## src/rtl/pipe_pkg.sv

```systemverilog
// Shared definitions for the pipeline hazard logic.
//   REG_W       register-index width
//   REG_ZERO    index of the hard-wired zero register ($0)
//   loadEntry_t one shadow tracking entry {load, rd}, used for EX and MEM
package pipe_pkg;
  localparam int REG_W = 5;
  localparam logic [REG_W-1:0] REG_ZERO = '0;

  typedef struct packed {
    logic             load;
    logic [REG_W-1:0] rd;
  } loadEntry_t;
endpackage

```

## src/rtl/load_dep_cmp.sv

```systemverilog
// Load-use dependency compare for one tracked pipeline stage (combinational).
//   entry    shadow entry {load, rd} of the tracked stage
//   idRs     rs field of the instruction in ID
//   idRt     rt field of the instruction in ID
//   idUsesRt ID instruction actually reads rt
//   match    ID instruction consumes the pending load result of this stage
module load_dep_cmp
  import pipe_pkg::*;
(
  input  loadEntry_t       entry,
  input  logic [REG_W-1:0] idRs,
  input  logic [REG_W-1:0] idRt,
  input  logic             idUsesRt,
  output logic             match
);
  // A load to $0 writes nothing, so it can never be a producer.
  assign match = entry.load && (entry.rd != REG_ZERO) &&
                 ((entry.rd == idRs) || (idUsesRt && (entry.rd == idRt)));
endmodule

```

## src/rtl/hazard_stall_ctrl.sv

```systemverilog
// Load-use hazard detection beside the ID stage. Keeps its own shadow of
// load destinations in EX (and MEM when LOAD_BUBBLES=2) and raises a
// same-cycle stall for any ID instruction consuming a pending load.
//   clk, rst_n    pipeline clock, async active-low reset
//   id_*          decoded fields of the instruction in ID
//   flush         branch taken, ID instruction squashed this cycle
//   stall_choose  zero the ID/EX controls (insert bubble)
//   pc_write      PC load enable
//   ifid_write    IF/ID load enable
//   stall_cycles  bubbles still owed to the current hazard
// Optional (macro STALL_PERF_CNT_EN): perf_clr in, bubble_count[31:0] out,
// counting every clock edge on which a bubble is inserted.
module hazard_stall_ctrl
  import pipe_pkg::*;
#(
  parameter int LOAD_BUBBLES = 1,
  parameter int REG_W        = pipe_pkg::REG_W
) (
  input  logic             clk,
  input  logic             rst_n,
  input  logic             id_valid,
  input  logic [REG_W-1:0] id_rs,
  input  logic [REG_W-1:0] id_rt,
  input  logic             id_uses_rt,
  input  logic             id_memread,
  input  logic             flush,
`ifdef STALL_PERF_CNT_EN
  input  logic             perf_clr,
  output logic [31:0]      bubble_count,
`endif
  output logic             stall_choose,
  output logic             pc_write,
  output logic             ifid_write,
  output logic [1:0]       stall_cycles
);
  loadEntry_t exEntry, memEntry;
  logic       matchEx, matchMem, hazard;

  load_dep_cmp uCmpEx (
    .entry(exEntry), .idRs(id_rs), .idRt(id_rt), .idUsesRt(id_uses_rt), .match(matchEx)
  );
  load_dep_cmp uCmpMem (
    .entry(memEntry), .idRs(id_rs), .idRt(id_rt), .idUsesRt(id_uses_rt), .match(matchMem)
  );

  // flush wins over a hazard: the squashed instruction needs no bubble.
  assign hazard = id_valid && !flush &&
                  (matchEx || ((LOAD_BUBBLES == 2) && matchMem));

  assign stall_choose = hazard;
  assign pc_write     = !hazard;
  assign ifid_write   = !hazard;

  always_comb begin
    stall_cycles = 2'd0;
    if (hazard) begin
      if (matchEx) stall_cycles = (LOAD_BUBBLES == 2) ? 2'd2 : 2'd1;
      else         stall_cycles = 2'd1;  // only reachable via MEM match
    end
  end

  // A stalled, flushed or empty ID slot sends a bubble into EX.
  always_ff @(posedge clk or negedge rst_n) begin
    if (!rst_n) begin
      exEntry <= '0;
    end else if (hazard || flush || !id_valid) begin
      exEntry <= '0;
    end else begin
      exEntry.load <= id_memread;
      exEntry.rd   <= id_rt;
    end
  end

  // The MEM shadow only matters when the MEM stage cannot forward.
  generate
    if (LOAD_BUBBLES == 2) begin : gMem
      always_ff @(posedge clk or negedge rst_n) begin
        if (!rst_n) memEntry <= '0;
        else        memEntry <= exEntry;
      end
    end else begin : gNoMem
      assign memEntry = '0;
    end
  endgenerate

`ifdef STALL_PERF_CNT_EN
  always_ff @(posedge clk or negedge rst_n) begin
    if (!rst_n)       bubble_count <= '0;
    else if (perf_clr) bubble_count <= '0;
    else if (hazard)  bubble_count <= bubble_count + 32'd1;
  end
`endif
endmodule

```

## config.mk

```make
export PLATFORM = sky130hd
export DESIGN_NAME = hazard_stall_ctrl
export DESIGN_NICKNAME = d
export VERILOG_FILES = /design/src/rtl/pipe_pkg.sv /design/src/rtl/load_dep_cmp.sv /design/src/rtl/hazard_stall_ctrl.sv
export SDC_FILE = /design/constraint.sdc
export NUM_CORES = 1
export LEC_CHECK = 0
export ABC_AREA = 0
export CELL_PAD_IN_SITES_DETAIL_PLACEMENT = 1
export CELL_PAD_IN_SITES_GLOBAL_PLACEMENT = 1
export CORE_MARGIN = 2
export CORE_UTILIZATION = 25
export DETAILED_ROUTE_END_ITERATION = 12
export PLACE_DENSITY_LB_ADDON = 0.1
export SLEW_MARGIN = 5
export SYNTH_ARGS = -nofsm -noshare
export SYNTH_HDL_FRONTEND = slang
export SYNTH_SLANG_ARGS = --single-unit
```

## constraint.sdc

```tcl
create_clock -name clk -period 2.3 [get_ports clk]
set_input_delay 0.46 -clock clk [delete_from_list [all_inputs] [get_ports clk]]
set_output_delay 0.46 -clock clk [all_outputs]
set_load 0.05 [all_outputs]
```

==> results by group <==
Power
  • Leakage: 0.3612 nW
  • Flop pwr share: 0.393
  • Max VDD drop: 0.0002109 V
  • Sw frac: 0.2539
  • Clock power share: 0.339
  • Sw power: about 0.000074 W
  • PwrDens: 392.4 nW/um^2
  • Comb power frac: 0.268
  • PnR Total Power: 0.0002897 W
  • Power Internal: 0.0002161 W

Floorplan
  • Die H: approximately 44 um
  • Die ar.: 1916 sq um
  • Rows: 14
  • Core area: 1489 sq um
  • Die width: 43.77 um
  • Initial Utilization: 0.2655
  • # IOs: 21

Yosys
  • Post-synthesis mux area share: 0
  • Synthesis Warnings: 0
  • Simple-gate share of the synthesized area: 0.1772
  • Average size of a mapped cell: 9.195 sq um
  • FF+latch count, synth: 6
  • Post-synth top area cell: dfrtp_1
  • Count of cell types in the netlist: 14
  • Syn Inst Count: 43
  • Post-Synth Adder-Cell Area: 0
  • Yosys top cell area share: 0.3797
  • Main combinational cell family by area after synthesis: XOR/XNOR gates
  • Post-Synth XOR/XNOR Area: 0.2215
  • Post-Syn Area: 395.4 sq um
  • Sequential area share after synthesis: 0.3797
  • Post-Syn Nets: between 50 and 60
  • Compound-Gate Fraction of Synth Area: 0.1456
  • Top cells by area, synth: dfrtp_1, xnor2_1, a21oi_1

Place
  • Port buffer count: 19
  • Setup Slack @ Placement: -0.02502 ns
  • DP Area: 616.8 sq um
  • Gpl congestion: 0.6732
  • Post-detail-place hpwl: 714.8 um

Final layout
  • Most flop-heavy register: exEntry
  • Final Cell Area: 738.2 sq um
  • Biggest regs: exEntry x6
  • Multi-input logic area: 244.0 sq um
  • Most frequent cells in the layout: xnor2_1, nand2_1, clkdlybuf4s50_1
  • Max FFs per register: 6
  • Commonest non-fill, non-tap cell in the layout: xnor2_1
  • Nets: between 80 and 90
  • # diodes: 0
  • Sequential Area: 150.1 sq um
  • FILL cells: roughly 170
  • Layout cells sized above 1: 0.3043
  • Synth-to-layout area growth: 86.71%
  • Final core utilization: 0.4958

Global route
  • Initial antenna violation count: 0
  • Largest net degree at the start of global routing: 9
  • Gr usage total: 0.1109
  • Global-route wire length before repair: about 1500 um
  • Total gr overflow: 0
  • Vias in the first global route: 350

CTS
  • CTS Buffer Depth: 2
  • CTS tree: built
  • Worst skew pair latency: approximately 0.25 ns
  • Clk root buf: clkbuf_4
  • Worst-path clk slew: 0.04 ns
  • Clock Sink Count: 6
  • CTS Hold Bufs: 0
  • H-tree depth: 1
  • Inserted Clock Buffers: 3

Critical path
  • Worst r2r path cells: 4
  • Reg2reg start: exEntry[2]
  • Reg2Reg Setup Slack: 0.78 ns
  • Crit path DAT: ~1.8 ns
  • Startpoint class of the critical path: register
  • Critical path endpoint: stall_choose
  • Setup crit start: exEntry[2]
  • Setup Crit Path Kind: reg2out
  • R2r endpoint: exEntry[5]
  • Worst-path fanout max: 7
  • Worst Path Required: 1.84 ns
  • Crit. End Element: primary output

Detailed routing
  • Final WL: ~1000 um
  • 1st-pass router iterations: 1
  • Routed length per instance: 11.88 um
  • Vias/cell: 4.529
  • # DRC: 0
  • Vias post-DR: ~390
  • Final ANT Viol Nets: 0
  • Iter 0 DRT Violations: 0

STA
  • Final min period: 2.237 ns
  • Final Hold Fails: 0
  • Tcrit/Tclk final: 0.9724
  • Final worst setup slack: 0.06340 ns
  • Final setup violation count: 0
  • Unrepaired setup endpoints after global routing: no
  • Clk_skew: about 0.0019 ns
  • Fmax: 447.1 MHz
  • Pins Over Slew Limit: 0

Status
  • Status: finished clean

Job
  • Maxcap violations: 0

Min path
  • Worst Hold Class: in2async
[power groups by stage]
stage	Combinational, W	Clock (W)	Sequential (W)
after CTS	0.0000710	0.000104	0.000114
after detailed placement	0.0000699	0	0.000116
final	0.0000776	0.0000983	0.000114
after global placement	0.0000699	0	0.000116
after floorplan	0.0000339	0	0.000115
after global routing	0.0000854	0.000111	0.000114
[worst min-delay path by stage]
stage / start / endpoint / slack [ns] / cells past startpoint
final: rst_n / exEntry[2] / 0.44 / 1
after global routing: rst_n / exEntry[3] / 0.46 / 1
after CTS: rst_n / exEntry[2] / 0.44 / 1
after detailed placement: exEntry[5] / exEntry[2] / 0.60 / 2
after global placement: exEntry[5] / exEntry[3] / 0.61 / 2
after floorplan: rst_n / exEntry[0] / 0.16 / 0
[final cells by class]
class / instances / area share
Sequential cell: 6 / 0.2034
Multi-Input combinational cell: 33 / 0.3305
Clock buffer: 3 / 0.03051
Tap cell: 16 / 0.02712
Timing Repair Buffer: 27 / 0.4085
[Yosys cell counts, drive strengths merged]
library cell,instances
a21oi,6
and3,1
buf,4
conb,1
dfrtp,6
nand2,8
nand3,2
nand4,1
nor2b,1
o21a,1
o22ai,1
or4,1
xnor2,10
[routing by layer]
metal	vias up	global-route usage	routed length [um]
met4	0	0.1091	33
met5	-	0	0
met1	170	0.1301	390
li1	194	-	-
met3	3	0.02500	89
met2	18	0.1618	497
[repair_timing]
item,in CTS,in global routing
resized for setup,2,15
pin swaps,1,9
endpoints found under the setup margin,4,4
buffers inserted,0,5
[kinds of logic (layout without fill, tap and decap cells)]
group / after synthesis / count (layout)
other: 1 / 1
xor gates and xnor gates: 10 / 10
and+or+nand+nor: 14 / 14
DFF: 6 / 6
buffers and inverters: 4 / 30
AOI/OAI and AO/OA: 8 / 8
[through the flow]
step / std cells / TNS (ns) / hold slack, ns
2_1_floorplan: 43 / 0 / 0.1644
4_1_cts: 80 / 0 / 0.4411
6_report: 85 / 0 / 0.4413
3_3_place_gp: 77 / -0.1382 / 0.6053
3_5_place_dp: 77 / -0.07372 / 0.5973
5_1_grt: 85 / 0 / 0.4572
[worst max-delay path: stages, from the launching register on]
cell and delay, ns:
dfrtp_1 0.38, or4_4 0.54, o21a_4 0.26, and3_4 0.20, buf_12 0.15
Note: power is estimated with default switching activity, not from simulation.
